### config.mk
export PLATFORM = sky130hd
export DESIGN_NAME = alu_seq_muldiv_flat
export DESIGN_NICKNAME = d
export VERILOG_FILES = /design/src/rtl/alu_seq_muldiv_if.sv /design/src/rtl/alu_seq_muldiv.sv /design/src/flat_wrapper.sv
export SDC_FILE = /design/constraint.sdc
export NUM_CORES = 1
export LEC_CHECK = 0
export CAP_MARGIN = 10
export CORE_ASPECT_RATIO = 0.5
export CORE_MARGIN = 1.5
export CORE_UTILIZATION = 35
export DETAILED_ROUTE_END_ITERATION = 7
export HOLD_SLACK_MARGIN = 0.03
export PLACE_DENSITY_LB_ADDON = 0.1
export REMOVE_ABC_BUFFERS = 1
export SYNTH_ARGS = -nofsm -noshare
export SYNTH_HDL_FRONTEND = slang
export SYNTH_SLANG_ARGS = --single-unit
export TNS_END_PERCENT = 5
### constraint.sdc
create_clock -name clk -period 9.45 [get_ports clk]
set_input_delay 1.89 -clock clk [delete_from_list [all_inputs] [get_ports clk]]
set_output_delay 1.89 -clock clk [all_outputs]
set_load 0.1 [all_outputs]
### src/rtl/alu_seq_muldiv_if.sv
// Handshaked op/result bus for the sequential ALU: operands in, one result out.
interface alu_seq_muldiv_if #(
  parameter int WIDTH = 32,
  parameter int OPW   = 5
);
  logic             in_valid;
  logic             in_ready;
  logic [OPW-1:0]   op;
  logic [WIDTH-1:0] data1;
  logic [WIDTH-1:0] data2;
  logic             out_valid;
  logic             out_ready;
  logic [WIDTH-1:0] out;
  logic             busy;

  modport master (
    output in_valid, op, data1, data2, out_ready,
    input  in_ready, out_valid, out, busy
  );

  modport slave (
    input  in_valid, op, data1, data2, out_ready,
    output in_ready, out_valid, out, busy
  );
endinterface

### src/rtl/alu_seq_muldiv.sv
// Integer ALU with iterative RV32M multiply/divide: 1-cycle logic ops,
// one-bit-per-cycle shift-add multiply and restoring divide.
module alu_seq_muldiv #(
  parameter int WIDTH = 32,
  parameter int OPW   = 5
) (
  input logic clk,
  input logic rst,
  alu_seq_muldiv_if.slave bus
);
  localparam int SHW = $clog2(WIDTH);

  localparam logic [OPW-1:0] OP_NOP   = OPW'(0);
  localparam logic [OPW-1:0] OP_ADD   = OPW'(1);
  localparam logic [OPW-1:0] OP_SUB   = OPW'(2);
  localparam logic [OPW-1:0] OP_AND   = OPW'(3);
  localparam logic [OPW-1:0] OP_OR    = OPW'(4);
  localparam logic [OPW-1:0] OP_XOR   = OPW'(5);
  localparam logic [OPW-1:0] OP_SLL   = OPW'(6);
  localparam logic [OPW-1:0] OP_SRL   = OPW'(7);
  localparam logic [OPW-1:0] OP_SRA   = OPW'(8);
  localparam logic [OPW-1:0] OP_SLT   = OPW'(9);
  localparam logic [OPW-1:0] OP_SLTU  = OPW'(10);
  localparam logic [OPW-1:0] OP_MUL   = OPW'(11);
  localparam logic [OPW-1:0] OP_MULHU = OPW'(12);
  localparam logic [OPW-1:0] OP_DIV   = OPW'(13);
  localparam logic [OPW-1:0] OP_DIVU  = OPW'(14);
  localparam logic [OPW-1:0] OP_REM   = OPW'(15);
  localparam logic [OPW-1:0] OP_MULH  = OPW'(16);
  localparam logic [OPW-1:0] OP_REMU  = OPW'(17);

  localparam logic [WIDTH-1:0] MINV = {1'b1, {(WIDTH-1){1'b0}}};

  typedef enum logic [1:0] {IDLE, CALC, FIX, DONE} state_t;

  typedef struct packed {
    logic [OPW-1:0] op;
    logic           neg;
  } ctl_t;

  state_t           state;
  ctl_t             ctl;
  logic [WIDTH-1:0] acc, lo, opb, res;
  logic [SHW-1:0]   cnt;
  logic             in_ready_q, out_valid_q, busy_q;

  // accept-side decode
  logic [WIDTH-1:0] d1, d2, mag_a, mag_b, quick;
  logic [SHW-1:0]   sh;
  logic             is_mul, is_div, sgn_op, div0, ovf, iter, neg;

  assign d1 = bus.data1;
  assign d2 = bus.data2;
  assign sh = d2[SHW-1:0];

  always_comb begin
    is_mul = (bus.op == OP_MUL) || (bus.op == OP_MULHU) || (bus.op == OP_MULH);
    is_div = (bus.op == OP_DIV) || (bus.op == OP_DIVU) ||
             (bus.op == OP_REM) || (bus.op == OP_REMU);
    sgn_op = (bus.op == OP_MULH) || (bus.op == OP_DIV) || (bus.op == OP_REM);
    div0   = (d2 == '0);
    ovf    = ((bus.op == OP_DIV) || (bus.op == OP_REM)) && (d1 == MINV) && (d2 == '1);
    iter   = is_mul || (is_div && !div0 && !ovf);
    mag_a  = (sgn_op && d1[WIDTH-1]) ? -d1 : d1;
    mag_b  = (sgn_op && d2[WIDTH-1]) ? -d2 : d2;
    // REM follows the dividend sign; DIV/MULH follow the product of signs
    neg    = (bus.op == OP_REM) ? d1[WIDTH-1] :
             (sgn_op ? (d1[WIDTH-1] ^ d2[WIDTH-1]) : 1'b0);
  end

  always_comb begin
    quick = '0;
    case (bus.op)
      OP_NOP:  quick = d2;
      OP_ADD:  quick = d1 + d2;
      OP_SUB:  quick = d1 - d2;
      OP_AND:  quick = d1 & d2;
      OP_OR:   quick = d1 | d2;
      OP_XOR:  quick = d1 ^ d2;
      OP_SLL:  quick = d1 << sh;
      OP_SRL:  quick = d1 >> sh;
      OP_SRA:  quick = $unsigned($signed(d1) >>> sh);
      OP_SLT:  quick = {{(WIDTH-1){1'b0}}, $signed(d1) < $signed(d2)};
      OP_SLTU: quick = {{(WIDTH-1){1'b0}}, d1 < d2};
      OP_DIV:  quick = div0 ? '1 : MINV;
      OP_DIVU: quick = '1;
      OP_REM:  quick = div0 ? d1 : '0;
      OP_REMU: quick = d1;
      default: quick = '0;
    endcase
  end

  // one iteration step; {acc,lo} is product for mul, {rem,quotient} for div
  logic [WIDTH:0]   mul_sum, div_sh;
  logic             div_ok, ctl_mul;
  logic [WIDTH-1:0] div_rem;

  always_comb begin
    ctl_mul = (ctl.op == OP_MUL) || (ctl.op == OP_MULHU) || (ctl.op == OP_MULH);
    mul_sum = {1'b0, acc} + (lo[0] ? {1'b0, opb} : '0);
    div_sh  = {acc, lo[WIDTH-1]};
    div_ok  = div_sh >= {1'b0, opb};
    div_rem = div_ok ? WIDTH'(div_sh - {1'b0, opb}) : div_sh[WIDTH-1:0];
  end

  logic [2*WIDTH-1:0] prod_n;
  logic [WIDTH-1:0]   quo_n, rem_n, fix_res;

  always_comb begin
    prod_n  = ctl.neg ? -{acc, lo} : {acc, lo};
    quo_n   = ctl.neg ? -lo  : lo;
    rem_n   = ctl.neg ? -acc : acc;
    fix_res = '0;
    case (ctl.op)
      OP_MUL:   fix_res = prod_n[WIDTH-1:0];
      OP_MULHU: fix_res = acc;
      OP_MULH:  fix_res = prod_n[2*WIDTH-1:WIDTH];
      OP_DIV:   fix_res = quo_n;
      OP_DIVU:  fix_res = lo;
      OP_REM:   fix_res = rem_n;
      OP_REMU:  fix_res = acc;
      default:  fix_res = '0;
    endcase
  end

  always_ff @(posedge clk or posedge rst) begin
    if (rst) begin
      state       <= IDLE;
      ctl         <= '0;
      acc         <= '0;
      lo          <= '0;
      opb         <= '0;
      cnt         <= '0;
      res         <= '0;
      in_ready_q  <= 1'b1;
      out_valid_q <= 1'b0;
      busy_q      <= 1'b0;
    end else begin
      case (state)
        IDLE: if (bus.in_valid) begin
          ctl.op     <= bus.op;
          ctl.neg    <= neg;
          cnt        <= '0;
          in_ready_q <= 1'b0;
          if (iter) begin
            state  <= CALC;
            busy_q <= 1'b1;
            acc    <= '0;
            lo     <= mag_a;
            opb    <= mag_b;
          end else begin
            state       <= DONE;
            out_valid_q <= 1'b1;
            res         <= quick;
          end
        end
        CALC: begin
          if (ctl_mul) begin
            {acc, lo} <= {mul_sum, lo[WIDTH-1:1]};
          end else begin
            acc <= div_rem;
            lo  <= {lo[WIDTH-2:0], div_ok};
          end
          cnt <= cnt + 1'b1;
          if (cnt == SHW'(WIDTH-1)) state <= FIX;
        end
        FIX: begin
          state       <= DONE;
          res         <= fix_res;
          busy_q      <= 1'b0;
          out_valid_q <= 1'b1;
        end
        DONE: if (bus.out_ready) begin
          state       <= IDLE;
          res         <= '0;
          out_valid_q <= 1'b0;
          in_ready_q  <= 1'b1;
        end
        default: state <= IDLE;
      endcase
    end
  end

  assign bus.in_ready  = in_ready_q;
  assign bus.out_valid = out_valid_q;
  assign bus.out       = res;
  assign bus.busy      = busy_q;
endmodule

### src/flat_wrapper.sv
// flat-port wrapper written by rule: the top's interface ports become plain ports
module alu_seq_muldiv_flat 
#(
  parameter int WIDTH = 32,
  parameter int OPW   = 5
)
  (clk, rst, bus_in_valid, bus_op, bus_data1, bus_data2, bus_out_ready, bus_in_ready, bus_out_valid, bus_out, bus_busy);
  alu_seq_muldiv_if #(.WIDTH(WIDTH), .OPW(OPW)) bus_i ();
  input logic clk;
  input logic rst;
  input wire logic [$bits(bus_i.in_valid)-1:0] bus_in_valid;
  input wire logic [$bits(bus_i.op)-1:0] bus_op;
  input wire logic [$bits(bus_i.data1)-1:0] bus_data1;
  input wire logic [$bits(bus_i.data2)-1:0] bus_data2;
  input wire logic [$bits(bus_i.out_ready)-1:0] bus_out_ready;
  output wire logic [$bits(bus_i.in_ready)-1:0] bus_in_ready;
  output wire logic [$bits(bus_i.out_valid)-1:0] bus_out_valid;
  output wire logic [$bits(bus_i.out)-1:0] bus_out;
  output wire logic [$bits(bus_i.busy)-1:0] bus_busy;
  assign bus_i.in_valid = bus_in_valid;
  assign bus_i.op = bus_op;
  assign bus_i.data1 = bus_data1;
  assign bus_i.data2 = bus_data2;
  assign bus_i.out_ready = bus_out_ready;
  assign bus_in_ready = bus_i.in_ready;
  assign bus_out_valid = bus_i.out_valid;
  assign bus_out = bus_i.out;
  assign bus_busy = bus_i.busy;
  alu_seq_muldiv #(.WIDTH(WIDTH), .OPW(OPW)) u_core (.clk(clk), .rst(rst), .bus(bus_i));
endmodule
# After elaboration in Yosys (flattened, before gate mapping)
# Cells that the tools add are included.
[word_totals]
reg_bits = 144
in_bits = 73
out_inout_bits = 35
word_cells = 143
[op_classes]
n_shift = 3
n_addsub = 10
n_mux = 42
n_eq_ne = 35
n_reduce_logical = 35
order_cmp = 3
bitwise_logic = 4
[op_table]
columns = ["op", "count"]
rows = [
  ["32-bit two-way mux", 16],
  ["32-bit case mux with 15 select lines", 1],
  ["32-bit case mux with 6 select lines", 1],
  ["32-bit negation", 4],
  ["32-bit case mux with 2 select lines", 2],
  ["32-bit case mux with 3 select lines", 1],
  ["5-bit by 4-bit == test with 1-bit output (second input constant)", 13],
  ["32-bit == test (second input constant)", 2],
  ["32-bit less-than comparator", 2],
  ["64-bit two-way mux", 1],
  ["64-bit negation", 1],
  ["32-bit subtractor", 2],
  ["32-bit by 32-bit adder with 33-bit output", 1],
  ["33-bit by 32-bit >= comparator with 1-bit output", 1],
  ["32-bit adder", 1],
  ["32-bit bitwise AND", 1],
  ["32-bit logical NOT", 1],
  ["32-bit bitwise OR", 1],
  ["32-bit by 5-bit left shift with 32-bit output", 1],
  ["32-bit by 5-bit right shift with 32-bit output", 1],
  ["32-bit by 5-bit >>> shifter with 32-bit output", 1],
  ["32-bit XOR", 1],
  ["31-bit two-way mux", 1],
  ["5-bit == test (second input constant)", 5],
  ["other kinds (27)", 70],
]

# Logic depth before layout (Yosys ltp)
[depth]
depth_word = 10
depth_mapped = 18
mapped_depth_nobuf = 14

# Least setup slack after synthesis
# Ideal clock, no wire load.
[synth_timing]
kind = "input -> register"
start = "input bus_data2[2]"
end = "register u_core.res[0] (netlist: u_core.bus.out[0])"
n_path_buf = 4
stages = 16
required_time_ns = 9.316
arrival_ns = 5.396
setup_time_ns = 0.134
path_slack_ns = 3.920
cell_sequence = "buf_2 > inv_2 > buf_2 > buf_1 > buf_1 > ha_1 > nor2_1 > o221ai_1 > a21oi_1 > a221oi_2 > o2bb2ai_1 > o221ai_1 > o31ai_1 > a2111oi_0 > a2111oi_0 > o21ai_0"
[synth_between]
elab_chain_len = 7
word_cells_on_any_way = 21
classes_between = "order compare: 2; eq/ne: 2; shift: 3; mux: 6; reduce/logical: 8"
[synth_lines]
columns = ["element", "line_no", "rtl"]
rows = [
  ["from (decl)", "flat_wrapper.sv:14", "input wire logic [$bits(bus_i.data2)-1:0] bus_data2;"],
  ["branches (longest 7 deep; another with 32-bit less-than comparator)", "--", ""],
  ["to (signal assigned)", "alu_seq_muldiv.sv:154", "res <= quick;"],
  ["to (signal assigned)", "alu_seq_muldiv.sv:169", "res <= fix_res;"],
  ["to (decl)", "alu_seq_muldiv.sv:43", "logic [WIDTH-1:0] acc, lo, opb, res;"],
]
# Parallel ways; which one is timed is not known. The select of a mux whose other input is x is not followed.
# A chain may end at the register's enable or synchronous reset.

# Final worst setup path
[layout_timing]
start = "input bus_data1[0]"
end = "register u_core.acc[27]"
[layout_between]
elab_chain_len = 8
[layout_lines]
columns = ["element", "line_no", "rtl"]
rows = [
  ["from (decl)", "flat_wrapper.sv:13", "input wire logic [$bits(bus_i.data1)-1:0] bus_data1;"],
  ["32-bit == test", "alu_seq_muldiv.sv:62", "ovf = ((bus.op == OP_DIV) || (bus.op == OP_REM)) && (d1 == MINV) && (d2 == '1);"],
  ["1-bit logical AND (2 in series)", "alu_seq_muldiv.sv:62", ""],
  ["1-bit logical NOT", "alu_seq_muldiv.sv:63", "iter = is_mul || (is_div && !div0 && !ovf);"],
  ["1-bit logical AND", "alu_seq_muldiv.sv:63", ""],
  ["1-bit logical OR", "alu_seq_muldiv.sv:63", ""],
  ["2-bit by 1-bit != test with 1-bit output (no source line)", "--", ""],
  ["3-bit AND reduction (no source line)", "--", ""],
  ["to (signal assigned)", "alu_seq_muldiv.sv:159", "{acc, lo} <= {mul_sum, lo[WIDTH-1:1]};"],
  ["to (signal assigned)", "alu_seq_muldiv.sv:161", "acc <= div_rem;"],
  ["to (decl)", "alu_seq_muldiv.sv:43", ""],
]
# Every way passes these cells.

==> metrics.txt <==
# TYPE chip_impl_metric gauge
chip_impl_metric{name="drt.antenna.violating_nets",unit=""} 0
chip_impl_info{name="holdCritPathClass",value="flip-flop to flip-flop"} 1
chip_impl_metric{name="setup-tns-final",unit="ns"} 0
chip_impl_metric{name="cts.repair.resized",unit=""} 0
chip_impl_metric{name="post_synth_inst_count",unit=""} 3295
chip_impl_metric{name="netSwitchingPower",unit="mW"} 3.33
chip_impl_info{name="status",value="completed"} 1
chip_impl_info{name="rsz0062_at_grt",value="false"} 1
chip_impl_metric{name="core_area",unit="um2"} 65700
chip_impl_metric{name="fp.dieH",unit="um"} 186
chip_impl_metric{name="power_density",unit="nW/um2"} 223
chip_impl_info{name="cp-end-kind",value="flip-flop"} 1
chip_impl_metric{name="fmax",unit="MHz"} 140
chip_impl_metric{name="synth.ff_latch_count",unit=""} 144
chip_impl_metric{name="maxSlewViolCount",unit=""} 0
chip_impl_metric{name="finished_layout_cell_area",unit="um2"} 25900
chip_impl_metric{name="clock_insertion_delay_worst_skew",unit="ns"} 0.47
chip_impl_metric{name="whs",unit="ns"} 0.482
chip_impl_metric{name="drt-vias-per-instance",unit=""} 6.49
chip_impl_metric{name="global_route.usage.total",unit=""} 0.332
chip_impl_metric{name="top_cell_type_s_share_of_synthesized_area",unit=""} 0.152
chip_impl_info{name="synth-main-ff-cell",value="sky130_fd_sc_hd__dfrtp_1"} 1
chip_impl_metric{name="post_synth_xor_area_fraction",unit=""} 0.0521
chip_impl_metric{name="cts_max_path_buffers",unit=""} 2
chip_impl_info{name="setup_crit_path_kind",value="primary input to flip-flop"} 1
chip_impl_metric{name="layout.cells.non_filler",unit=""} 4137
chip_impl_metric{name="vdd_drop_max",unit="uV"} 151
chip_impl_metric{name="r2r_cells",unit=""} 12
chip_impl_metric{name="seq_area_frac_synth",unit=""} 0.153
chip_impl_info{name="tritoncts_clock_tree",value="done"} 1
chip_impl_metric{name="synthMuxAreaShare",unit=""} 0.0949
chip_impl_metric{name="floorplan.initialDensity",unit=""} 0.358
chip_impl_metric{name="timing_worst_slew_pin_value",unit="ns"} 1.32
chip_impl_metric{name="globalplace.congestion",unit=""} 0.988
chip_impl_metric{name="pin_count_of_the_biggest_net_entering_global_routing",unit=""} 78
chip_impl_metric{name="cts_buffers",unit=""} 17
chip_impl_metric{name="synth_compound_area_frac",unit=""} 0.310
chip_impl_info{name="synth_top_area_cell",value="sky130_fd_sc_hd__dfrtp_1"} 1
chip_impl_info{name="combinational_family_with_the_most_area_after_synthesis",value="compound AO/OA/AOI/OAI gates"} 1
chip_impl_metric{name="power_frac_clock",unit=""} 0.122
chip_impl_metric{name="cts.htree.levels",unit=""} 4
chip_impl_metric{name="die_w",unit="um"} 370
chip_impl_metric{name="synth.avg_cell_area",unit="um2"} 7.15
chip_impl_metric{name="drt_iter0_drc",unit=""} 3572
chip_impl_metric{name="area_growth_syn_to_layout",unit="%"} 9.80
chip_impl_metric{name="p_seq_frac",unit=""} 0.203
chip_impl_metric{name="arrival",unit="ns"} 7.51
chip_impl_metric{name="synth.yosys.warnings",unit=""} 0
chip_impl_metric{name="wirelength",unit="um"} 118000
chip_impl_metric{name="place.detailed.hpwl",unit="um"} 89100
chip_impl_metric{name="grt_pass1_wl",unit="um"} 172000
chip_impl_metric{name="worstHoldPathCells",unit=""} 2
chip_impl_metric{name="cell_area_placed",unit="um2"} 25300
chip_impl_info{name="setup.worst_path.start_class",value="primary input"} 1
chip_impl_metric{name="static-leakage-power",unit="nW"} 10.6
chip_impl_info{name="synth.area.top_cells",value="sky130_fd_sc_hd__dfrtp_1 15%, sky130_fd_sc_hd__ha_1 9.8%, sky130_fd_sc_hd__o21ai_0 6.7%, sky130_fd_sc_hd__a21oi_1 6.2%, sky130_fd_sc_hd__nor2_1 5.6%"} 1
chip_impl_metric{name="cts.sinks",unit=""} 144
chip_impl_metric{name="placed_cells",unit=""} 4101
chip_impl_metric{name="setup_viol_count_final",unit=""} 0
chip_impl_metric{name="power_switching_share",unit=""} 0.576
chip_impl_metric{name="vias_in_the_first_global_route",unit=""} 24702
chip_impl_metric{name="postCtsSetupBuffers",unit=""} 0
chip_impl_metric{name="drt_first_pass_iters",unit=""} 6
chip_impl_metric{name="synthDistinctLibCells",unit=""} 96
chip_impl_info{name="clock-root-buffer",value="sky130_fd_sc_hd__clkbuf_16"} 1
chip_impl_metric{name="critPathRequiredTime",unit="ns"} 9.79
chip_impl_metric{name="slew_headroom",unit=""} 0.113
chip_impl_metric{name="timing.final.crit_share",unit=""} 0.758
chip_impl_metric{name="final.setup_skew",unit="ns"} 0.0147
chip_impl_metric{name="worstPathMaxFanout",unit=""} 43
chip_impl_metric{name="port-buffer-count",unit=""} 107
chip_impl_metric{name="proportion_of_synthesized_flip_flops_having_asynchronous_set_or_reset",unit=""} 1.00
chip_impl_metric{name="fin_nets",unit=""} 3499
chip_impl_metric{name="cap_viol_max_count",unit=""} 0
chip_impl_metric{name="die_area",unit="um2"} 69000
chip_impl_metric{name="synth_fa_ha_area_frac",unit=""} 0.102
chip_impl_metric{name="timing.reg2reg.setup_slack",unit="ns"} 4.69
chip_impl_metric{name="finish.utilization",unit=""} 0.393
chip_impl_metric{name="final_critical_period",unit="ns"} 7.16
chip_impl_metric{name="layout_cell_share_with_drive_strength_beyond_1",unit=""} 0.0708
chip_impl_metric{name="route.detailed.wl_per_inst",unit="um"} 28.5
chip_impl_metric{name="report.final.hold_viol_count",unit=""} 0
chip_impl_metric{name="fp-row-count",unit=""} 66
chip_impl_metric{name="post_synth_instance_area",unit="um2"} 23600
chip_impl_metric{name="num_io_pins",unit=""} 108
chip_impl_metric{name="vias",unit=""} 26832
chip_impl_metric{name="drc_errors",unit=""} 0
chip_impl_metric{name="grt_antenna_before_repair",unit=""} 12
chip_impl_metric{name="grt_remaining_overflow",unit=""} 0
chip_impl_metric{name="clkSlewWorstSetupHoldPaths",unit="ns"} 0.07
chip_impl_metric{name="number_of_enable_flip_flop_cells_after_synthesis",unit=""} 0
chip_impl_metric{name="power_frac_comb",unit=""} 0.675
chip_impl_metric{name="cellInternalPower",unit="mW"} 2.45
chip_impl_metric{name="basic_gate_share_of_the_synthesized_area_counting_and_or_nand_and_nor_cells",unit=""} 0.220
chip_impl_metric{name="postCtsHoldBufs",unit=""} 0
routing by layer:
metal,up-vias,wire (um),track usage
li1,12055,-,-
met4,4,4210,0.117
met2,1431,49100,0.479
met5,-,23,0
met3,215,12000,0.0844
met1,13127,52600,0.474
cell type report:
cell class / count / area, um2
clock inverters: 15 / 149
well taps: 884 / 1110
repair buffers: 176 / 1570
fillers: 7082 / 39900
multi-input cells: 2743 / 18400
inverters: 155 / 587
clock buffers: 17 / 425
flip-flops and latches: 144 / 3610
diodes: 3 / 7.51
stage by stage:
stage	power, mW	worst slack [ns]
3_5_place_dp	4.99	2.09
5_1_grt	6.16	2.33
3_3_place_gp	4.98	2.10
6_report	5.77	2.29
4_1_cts	5.72	2.56
2_1_floorplan	3.70	3.54
synthesized netlist by cell type (45+ instances only):
cell and count:
sky130_fd_sc_hd__o21ai_0 313, sky130_fd_sc_hd__nand3_1 91, sky130_fd_sc_hd__mux4_2 55, sky130_fd_sc_hd__xnor2_1 115
sky130_fd_sc_hd__clkbuf_1 197, sky130_fd_sc_hd__a221oi_1 45, sky130_fd_sc_hd__a21oi_1 290, sky130_fd_sc_hd__nor3_1 88
sky130_fd_sc_hd__ha_1 185, sky130_fd_sc_hd__nand2_1 338, sky130_fd_sc_hd__dfrtp_1 143, sky130_fd_sc_hd__mux2i_1 86
sky130_fd_sc_hd__nor2_1 349, sky130_fd_sc_hd__inv_1 151
placed cells by master (no fill, tap or decap), types with 70 or more instances in the layout:
cell type,count
sky130_fd_sc_hd__nor2_1,345
sky130_fd_sc_hd__nand2_1,337
sky130_fd_sc_hd__o21ai_0,313
sky130_fd_sc_hd__a21oi_1,289
sky130_fd_sc_hd__ha_1,184
sky130_fd_sc_hd__inv_1,150
sky130_fd_sc_hd__dfrtp_1,142
sky130_fd_sc_hd__xnor2_1,115
sky130_fd_sc_hd__clkdlybuf4s50_1,103
sky130_fd_sc_hd__nand3_1,91
sky130_fd_sc_hd__nor3_1,88
sky130_fd_sc_hd__mux2i_1,86
sky130_fd_sc_hd__buf_4,70
worst max-delay path, cell delays in order:
cell and delay (ns):
sky130_fd_sc_hd__clkdlybuf4s50_1 0.63, sky130_fd_sc_hd__inv_1 0.46, sky130_fd_sc_hd__ha_1 0.30, sky130_fd_sc_hd__or4b_1 0.59
sky130_fd_sc_hd__nor4b_1 0.80, sky130_fd_sc_hd__nand4_1 0.40, sky130_fd_sc_hd__nor2_1 0.24, sky130_fd_sc_hd__o21ai_2 0.20
sky130_fd_sc_hd__a21oi_4 0.16, sky130_fd_sc_hd__buf_4 0.47, sky130_fd_sc_hd__nor2_1 0.08, sky130_fd_sc_hd__buf_4 0.17
sky130_fd_sc_hd__nand2_1 0.47, sky130_fd_sc_hd__buf_4 0.34, sky130_fd_sc_hd__o31a_1 0.15, sky130_fd_sc_hd__o211ai_1 0.09
power by group through the flow:
stage	Clock (mW)	Sequential [mW]	Combinational [mW]
2_1_floorplan	0	1.47	2.23
3_3_place_gp	0	1.17	3.81
3_5_place_dp	0	1.17	3.82
4_1_cts	0.719	1.16	3.84
5_1_grt	0.742	1.20	4.22
6_report	0.703	1.17	3.90
registers in the layout, indices dropped and copies added (netlist names):
signal	cells
u_core.acc	32
u_core.bus.busy	1
u_core.bus.in_ready	1
u_core.bus.out	32
u_core.bus.out_valid	1
u_core.cnt	5
u_core.ctl	6
u_core.lo	32
u_core.opb	32
u_core.state	2
cell families after synthesis:
group,Yosys count
xor gates and xnor gates,140
muxes,153
adders and majority gates,189
buffers and inverters,408
DFF,144
and+or+nand+nor,1110
AOI/OAI and AO/OA,1151
worst paths after layout:
path / from / to
worst max-delay path: bus_data1[0] / u_core.acc[27]$_DFFE_PP0P_
worst min-delay path: u_core.opb[31]$_DFFE_PP0P_ / u_core.opb[31]$_DFFE_PP0P_
worst max register to register: u_core.acc[1]$_DFFE_PP0P_ / u_core.acc[29]$_DFFE_PP0P_
worst min register to register: u_core.opb[31]$_DFFE_PP0P_ / u_core.opb[31]$_DFFE_PP0P_
max in group asynchronous: rst / u_core.ctl[0]$_DFFE_PP0P_
min in group asynchronous: rst / u_core.lo[16]$_DFFE_PP0P_
(Power assumes the default switching activity.)
